## src/rtl/mem_arb_pkg.sv

```systemverilog
// Shared types and default widths for the memory-port arbiter.
package mem_arb_pkg;
  localparam int ADDR_W_DEF = 32;
  localparam int DATA_W_DEF = 32;

  typedef enum logic [1:0] {IDLE, REQ, RESP} arb_state_t;
  typedef enum logic {OWN_IF, OWN_D} owner_t;
endpackage

```

## src/rtl/mem_arb_select.sv

```systemverilog
// Combinational owner pick from the two request lines; zero latency, no backpressure.
// MEM_ARB_RR_EN: alternate on contention using rr_last, else data side always wins.
module mem_arb_select
  import mem_arb_pkg::*;
(
  input  logic   if_req,
  input  logic   d_req,
  input  owner_t rr_last,
  output owner_t owner
);

`ifdef MEM_ARB_RR_EN
  always_comb begin
    owner = OWN_IF;
    if (if_req && d_req) begin
      owner = (rr_last == OWN_D) ? OWN_IF : OWN_D;
    end else if (d_req) begin
      owner = OWN_D;
    end
  end
`else
  logic rr_unused;
  assign rr_unused = (rr_last == OWN_D);
  assign owner     = d_req ? OWN_D : OWN_IF;
`endif

endmodule

```

## src/rtl/mem_port_arbiter.sv

```systemverilog
// Shares one memory port between fetch and data; one transaction in flight, min 3 cycles each.
// Requesters are stalled via gnt; MEM_ARB_RR_EN selects round-robin instead of data-first priority.
module mem_port_arbiter
  import mem_arb_pkg::*;
#(
  parameter int ADDR_W = ADDR_W_DEF,
  parameter int DATA_W = DATA_W_DEF
) (
  input  logic                clk_i,
  input  logic                rst_i,
  input  logic                if_req_i,
  input  logic [ADDR_W-1:0]   if_addr_i,
  output logic                if_gnt_o,
  output logic                if_rvalid_o,
  output logic [DATA_W-1:0]   if_rdata_o,
  input  logic                d_req_i,
  input  logic                d_we_i,
  input  logic [DATA_W/8-1:0] d_be_i,
  input  logic [ADDR_W-1:0]   d_addr_i,
  input  logic [DATA_W-1:0]   d_wdata_i,
  output logic                d_gnt_o,
  output logic                d_rvalid_o,
  output logic [DATA_W-1:0]   d_rdata_o,
  output logic                mem_req_o,
  output logic                mem_we_o,
  output logic [DATA_W/8-1:0] mem_be_o,
  output logic [ADDR_W-1:0]   mem_addr_o,
  output logic [DATA_W-1:0]   mem_wdata_o,
  input  logic                mem_gnt_i,
  input  logic                mem_rvalid_i,
  input  logic [DATA_W-1:0]   mem_rdata_i,
  output logic                busy_o
);

  arb_state_t        state;
  owner_t            owner;
  owner_t            rr_last;
  owner_t            sel;
  logic [DATA_W-1:0] if_rdata_q;
  logic [DATA_W-1:0] d_rdata_q;
  logic              in_req;
  logic              in_resp;
  logic              own_d;
  logic              gnt_hit;
  logic              resp_hit;

  mem_arb_select u_select (
    .if_req  (if_req_i),
    .d_req   (d_req_i),
    .rr_last (rr_last),
    .owner   (sel)
  );

  assign in_req   = (state == REQ);
  assign in_resp  = (state == RESP);
  assign own_d    = (owner == OWN_D);
  // Handshakes are masked during reset so an aborted transaction never completes.
  assign gnt_hit  = in_req && mem_gnt_i && !rst_i;
  assign resp_hit = in_resp && mem_rvalid_i && !rst_i;

  always_ff @(posedge clk_i) begin
    if (rst_i) begin
      state      <= IDLE;
      owner      <= OWN_IF;
      if_rdata_q <= '0;
      d_rdata_q  <= '0;
    end else begin
      case (state)
        IDLE: begin
          if (if_req_i || d_req_i) begin
            owner <= sel;
            state <= REQ;
          end
        end
        REQ: begin
          if (mem_gnt_i) state <= RESP;
        end
        RESP: begin
          if (mem_rvalid_i) begin
            state <= IDLE;
            if (own_d) d_rdata_q  <= mem_rdata_i;
            else       if_rdata_q <= mem_rdata_i;
          end
        end
        default: state <= IDLE;
      endcase
    end
  end

`ifdef MEM_ARB_RR_EN
  always_ff @(posedge clk_i) begin
    if (rst_i)         rr_last <= OWN_D;
    else if (resp_hit) rr_last <= owner;
  end
`else
  assign rr_last = OWN_D;
`endif

  // Address phase follows the owner's live request fields; fetch is always a full-word read.
  assign mem_req_o   = in_req;
  assign mem_we_o    = in_req && own_d && d_we_i;
  assign mem_be_o    = !in_req ? '0 : (own_d ? d_be_i : '1);
  assign mem_addr_o  = !in_req ? '0 : (own_d ? d_addr_i : if_addr_i);
  assign mem_wdata_o = (in_req && own_d) ? d_wdata_i : '0;

  assign if_gnt_o    = gnt_hit && !own_d;
  assign d_gnt_o     = gnt_hit && own_d;
  assign if_rvalid_o = resp_hit && !own_d;
  assign d_rvalid_o  = resp_hit && own_d;
  assign if_rdata_o  = (resp_hit && !own_d) ? mem_rdata_i : if_rdata_q;
  assign d_rdata_o   = (resp_hit && own_d) ? mem_rdata_i : d_rdata_q;
  assign busy_o      = (state != IDLE);

endmodule

```

## config.mk

```make
export PLATFORM = sky130hd
export DESIGN_NAME = mem_port_arbiter
export DESIGN_NICKNAME = d
export VERILOG_FILES = /design/src/rtl/mem_arb_pkg.sv /design/src/rtl/mem_arb_select.sv /design/src/rtl/mem_port_arbiter.sv
export SDC_FILE = /design/constraint.sdc
export NUM_CORES = 1
export LEC_CHECK = 0
export BUFFER_PORTS_ARGS = -buffer_cell sky130_fd_sc_hd__buf_2
export CORE_AREA = 2 2 109 111
export CTS_CLUSTER_DIAMETER = 200
export DETAILED_ROUTE_END_ITERATION = 6
export DIE_AREA = 0 0 111 113
export PLACE_DENSITY_LB_ADDON = 0.1
export REMOVE_ABC_BUFFERS = 1
export SLEW_MARGIN = 20
export SYNTH_ARGS = -nofsm -noshare
export SYNTH_HDL_FRONTEND = slang
export SYNTH_SLANG_ARGS = --single-unit
```

## constraint.sdc

```tcl
create_clock -name clk_i -period 1.4 [get_ports clk_i]
set_clock_uncertainty 0.1 [all_clocks]
set_input_delay 0 -clock clk_i [delete_from_list [all_inputs] [get_ports clk_i]]
set_output_delay 0 -clock clk_i [all_outputs]
set_load 0.01 [all_outputs]
```

==> results.md, run 1 <==
* Clk_lat worst skew at 0.32 ns
* Area Growth Syn to Fin at 124%
* Pwr Density at 751 nW/um^2
* CP Launch Type: flip-flop
* Critical path type: reg2out
* Max-Slew Margin vs Limit at 68.3%
* Vias per cell at 5.14
* Total CTS buffers at 9
* Worst-path cell chain: nor4_4 > clkbuf_16 > mux2_2 > buf_2
* Hold_ws at roughly 0.11 ns
* Routed WL at ~18 mm
* Mapped Area at 3650 sq um
* Flops & latches, synth at 67
* Vias at 4558
* Hold Path Class: in2reg
* Leak at ~4 nW
* CORE AREA at 11300 sq um
* Max Slew Vio Count at 0
* Setup TNS at -61.31 ns
* Antenna violations before repair at 2
* Clk buf depth at 2
* Final nets at 877
* Maximum clock frequency at just over 500 MHz
* Fin worst setup slack at -0.533 ns
* Drt pass-1 iters at 4
* Initial Utilization at 32.4%
* Overflow after GRT at 0
* Filler cell count at 760
* Width of the chip at 111 um
* Post-synthesis cell count at 361
* RePlAce Congestion at 0.819
* Die height at 113 um
* FF/Latch Area at 1350 sq um
* Core Util, Final at 72.5%
* Multi-input logic area at 2660 sq um
* Slew at the pin closest to its max-slew limit at 0.464 ns
* Wire length per cell at 20.4 um
* Crit. End Element: output port
* Final Setup Violations at 205
* Tmin final at ~1.9 ns
* Std cell rows at 39
* Root Buffer: clkbuf_16
* Most common cell after layout, fill and taps aside: buf_2
* Number of global-route vias before repair at 4135
* Share of layout cells above drive strength 1 at between 60% and 70%
* Die ar. at 12500 sq um
* Average size of a mapped cell at a little over 10 sq um
* Outcome: finished with violations
* CP max-delay cell: dfxtp_4
* Clk slew on worst S/H paths at 0.05 ns
* Post-route clock period utilization at 138%
* CP delay by family, top: buffers and inverters
* Distinct cell type count after synthesis at 26
* Clock Sinks at 67
* Ys Warns at 0
* Drt drc at 0
* Max_cap viols at 0
* Crit path max fanout at 27
* Tot GR Track Use at about 22%
* RSZ-0062 raised after global routing: yes
* Failing checks: negative setup slack
* Largest net degree at the start of global routing at 55
* Placed Instances at 770
* Buffers and inverters on the worst path at 2
* First-pass GRT wire length at 22.4 mm
* Slowest Stage Delay on Critical Path at approximately 0.36 ns
* IO buf count at about 280
* H-tree levels at 3
* Routed Antenna Nets at 0
* TritonCTS clock tree: yes
* I/O pin total at 278
* Final HPWL DP at between 9 and 10 mm
* Sequential cell area fraction in the yosys report at 36.7%
* Most frequent cells in the layout: 199 x buf_2, 95 x buf_6, 64 x a22o_1, 64 x dfxtp_1, 38 x mux2_4
* Maximum VDD drop at 0.737 mV
* Worst EP required at 1.30 ns
* DRT iter0 DRCs at 201
* Arr. time, crit path at 1.83 ns
* Non-filler cells, final at 887
* Hold Fails Final Rpt at 0
-- cell usage after synthesis, drive strengths merged --
cell     count  area, sq um
and3        33          206
inv          8         30.0
dfxtp       67         1340
a21oi        6         30.0
a31oi        1         6.26
nor3         2         10.0
nor4         1         12.5
a41oi        1         8.76
a2111oi      1         8.76
o21ai        1         5.00
clkbuf       8         31.3
nor2        36          135
mux2        64          721
nand2        3         13.8
nor3b        1         7.51
buf         29          179
a22o        64          561
nor4b        1         15.0
nand2b       2         12.5
mux2i       32          320
-- state kept, by name (all words and copies together), names as in the netlist --
| name | count |
|---|---|
| d_rdata_q | 32 |
| state | 2 |
| if_rdata_q | 32 |
| own_d | 1 |
-- through the flow --
stage	setup WS, ns	power [mW]	cell area (sq um)
2_1_floorplan	-4.59	2.41	3440
3_3_place_gp	-0.212	2.93	5320
3_5_place_dp	-0.246	2.94	5320
4_1_cts	-0.556	5.72	6750
5_1_grt	-0.572	6.35	8170
6_report	-0.533	6.13	8170
-- where the power goes --
part	total [mW]	switching [mW]	leakage (nW)	internal [mW]
Combinational	1.81	0.785	3.21	1.03
Sequential	1.96	0.0220	0.542	1.93
Clock	2.37	0.814	0.150	1.55
Total	6.13	1.62	3.90	4.51
-- cells by family (layout without fill, tap and decap cells) --
kind of cell           count (synthesis)  count (layout)  share of synthesized area [%]
and+or+nand+nor                       79              79                           11.3
other                                  0               1                              0
AOI/OAI and AO/OA                     74              74                           16.9
buffers and inverters                 45             427                           6.57
DFF                                   67              67                           36.7
muxes                                 96              96                           28.5
-- metal layers --
layer	routed length [um]	part of all wire [%]	up-vias	GRT usage (%)
li1	-	-	2104	-
met1	7570	42	2217	28.8
met2	8910	49	197	37.3
met3	1090	6.0	38	5.57
met4	550	3.0	2	6.17
met5	13	0.072	-	0
-- final timing paths --
| check | startpoint | endpoint | slack (ns) | cells past startpoint |
|---|---|---|---|---|
| worst max register to register | own_d | d_rdata_q[27] | -0.25 | 8 |
| worst max-delay path | state[0] | if_rdata_o[27] | -0.53 | 4 |
| worst min-delay path | mem_rvalid_i | state[1] | 0.11 | 5 |
| worst min register to register | if_rdata_q[11] | if_rdata_q[11] | 0.37 | 1 |
-- worst reg2reg max path: cells and delay by family (launching register included) --
kind,cells,cell delay (ns)
AND/OR/NAND/NOR,1,0.14
flip-flops,1,0.36
buffers and inverters,6,0.74
AO/OA/AOI/OAI,1,0.21
-- cell type report --
| class | count | area share [%] |
|---|---|---|
| Multi-Input combinational cell | 249 | 32.6 |
| Clock buffer | 11 | 2.85 |
| Inverter | 8 | 0.551 |
| Antenna cell | 1 | 0.0306 |
| Tap cell | 143 | 2.19 |
| Timing Repair Buffer | 403 | 44.4 |
| Clock inverter | 5 | 0.949 |
| Sequential cell | 67 | 16.5 |
-- timing repair --
action,in CTS,in global routing
buffers inserted,13,27
endpoints found under the setup margin,195,202
gates cloned,12,15
pin swaps,3,48
hold buffers,37,0
endpoints found under the hold margin,67,0
gates resized for setup,68,198
No activity file was read; power rests on OpenSTA's default activity.
==> run 2: changes to the inputs <==
==> constraint.sdc (replaced) <==
create_clock -name clk_i -period 1.4 [get_ports clk_i]
set_clock_uncertainty 0.1 [all_clocks]
set_input_delay 0.28 -clock clk_i [delete_from_list [all_inputs] [get_ports clk_i]]
set_output_delay 0.28 -clock clk_i [all_outputs]
set_load 0.01 [all_outputs]
==> run 2 against run 1 <==
Clock power rose by 4%. Fmax fell by 12%. The run ends with design-rule violations, negative setup slack left. Largest cell class unchanged. Sequential cell count did not move. Utilization rose by 0.10 points.
==> results.md, run 2 (synthesis results as in run 1) <==
* RePlAce Congestion at 0.828 (+1.0%)
* First-pass GRT wire length at 23.6 mm (+5.4%)
* Routed Antenna Nets at 0 (unchanged)
* Core Util, Final at 72.6% (+0.10 points)
* IO buf count at 277 (unchanged)
* Most common cell after layout, fill and taps aside: buf_2
* H-tree levels at 3 (unchanged)
* Top Registers: d_rdata_q: 32 flops, if_rdata_q: 32 flops, state: 2 flops
* Clk buf depth at 2 (unchanged)
* Overflow after GRT at 0 (unchanged)
* Width of the chip at 111 um (unchanged)
* Post-route clock period utilization at 157% (+19 points)
* TritonCTS clock tree: yes
* Met2 WL at 8.82 mm (-0.99%)
* CP max-delay cell: dfxtp_4
* Vias per cell at 5.24 (+2.0%)
* Clock Sinks at 67 (unchanged)
* Final HPWL DP at 9.58 mm (+0.19%)
* Pwr Density at 760 nW/um^2 (+1.2%)
* Worst-path cell chain: nor4_4 > buf_12 > buf_6 > buf_12 > mux2_4 > buf_6
* Leak at 3.84 nW (-1.7%)
* Max_cap viols at 0 (unchanged)
* Pre-CTS setup slack at -0.599 ns (-0.353 ns)
* Slew at the pin closest to its max-slew limit at 0.445 ns (-0.0186 ns)
* Outcome: finished with violations
* Fin worst setup slack at -0.803 ns (-0.270 ns)
* I/O pin total at 278 (unchanged)
* Number of global-route vias before repair at 4311 (+4.3%)
* Total CTS buffers at 9 (unchanged)
* Hold Fails Final Rpt at 0 (unchanged)
* Worst EP required at 1.02 ns (-0.28 ns)
* DRT iter0 DRCs at 232 (+15%)
* Failing checks: design-rule violations, negative setup slack
* Critical path type: reg2out
* M1 WL at 7.33 mm (-3.1%)
* Arr. time, crit path at 1.82 ns (about the same)
* Area Growth Syn to Fin at 124%
* Largest net degree at the start of global routing at 23 (-58%)
* Routed WL at 18.2 mm (+0.15%)
* Tmin final at 2.20 ns (+0.270 ns)
* Max Slew Vio Count at 0 (unchanged)
* CORE AREA at 11300 sq um (unchanged)
* Drt pass-1 iters at 7 (+3)
* Clk slew on worst S/H paths at 0.05 ns (about the same)
* Maximum VDD drop at 0.759 mV (+3.0%)
* Final Setup Violations at 203 (-0.98%)
* Die ar. at 12500 sq um (unchanged)
* Final nets at 842 (-4.0%)
* Root Buffer: clkbuf_16
* Initial Utilization at 32.4% (unchanged)
* Vias at 4469 (-2.0%)
* Wire length per cell at 21.3 um (+4.1%)
* R2R depth at 10 (+2)
* Hold Path Class: in2reg
* CP Launch Type: flip-flop
* Std cell rows at 39 (unchanged)
* Max-Slew Margin vs Limit at 69.6% (+1.3 points)
* Met3 routed WL at 1.36 mm (+25%)
* Crit. End Element: output port
* Slowest Stage Delay on Critical Path at 0.38 ns (+0.02 ns)
* Clk_lat worst skew at 0.32 ns (about the same)
* Crit path max fanout at 6 (-78%)
* Die height at 113 um (unchanged)
* Most frequent cells in the layout: 176 x buf_2, 125 x buf_6, 64 x mux2_4, 64 x a22o_1, 64 x dfxtp_1
* Antenna violations before repair at 3 (+1)
* Drt drc at 1 (+1)
* # hold bufs at CTS at 0 (-100%)
* Share of layout cells above drive strength 1 at 73.3% (+3.6 points)
* Highest metal used: met5
* Maximum clock frequency at 454 MHz (-12%)
* Tot GR Track Use at 23.5% (+1.2 points)
* RSZ-0062 raised after global routing: yes
* Worst hold path depth at 3 (-2)
## run 2: cell types whose count changed in the layout (fill, tap and decap cells not counted), sizes merged
cell,before,now
dlygate4sd3,37,0
buf,352,353
clkinvlp,1,2
diode,1,2
## run 2: metrics by stage
step	hold WS (ns)	total power [mW]	setup TNS, ns	area, sq um	std cells
after floorplan	0.249	2.41	-642.07	3440	324
after global placement	0.351	2.95	-58.80	5330	768
after detailed placement	0.348	2.96	-61.55	5330	768
after CTS	0.101	5.86	-108.73	6890	821
after global routing	0.126	6.42	-114.86	8180	853
final	0.117	6.22	-105.64	8180	853
## run 2: critical path, delay by kind of cell, from the launching register on
| family | cells | cell delay (ns) |
|---|---|---|
| buf+inv | 4 | 0.51 |
| simple gates | 1 | 0.31 |
| flops | 1 | 0.38 |
| mux | 1 | 0.30 |
## run 2: cell type report
| type | count | area, sq um |
|---|---|---|
| clock buffers | 10 | 239 |
| fillers | 799 | 3090 |
| clock inverters | 6 | 88.8 |
| repair buffers | 368 | 3580 |
| flip-flops and latches | 67 | 1350 |
| inverters | 8 | 42.5 |
| diodes | 2 | 5.00 |
| multi-input cells | 249 | 2690 |
| well taps | 143 | 179 |
## run 2: metal layers
layer	GRT usage, %	up-vias
met5	0	-
li1	-	2034
met2	39.4	218
met3	6.91	48
met4	8.50	2
met1	28.9	2167
## run 2: path summary, 6_finish.rpt
| path | startpoint | to | slack [ns] |
|---|---|---|---|
| worst min register to register | if_rdata_q[26] | if_rdata_q[26] | 0.37 |
| worst min-delay path | d_req_i | own_d | 0.12 |
| worst max register to register | own_d | if_rdata_q[29] | -0.47 |
| worst max-delay path | own_d | if_rdata_o[21] | -0.80 |
## run 2: timing repair
action | 4_1_cts | 5_1_grt
cloned | 17 | 14
resized for setup | 132 | 209
setup endpoints to repair | 203 | 204
pin swaps | 25 | 48
buffers inserted | 20 | 33
## run 2: where the power goes
part	internal, mW	leakage [nW]	total, mW	switching (mW)
combinational	1.01	3.14	1.78	0.768
clock	1.61	0.155	2.47	0.865
sequential	1.93	0.542	1.96	0.0275
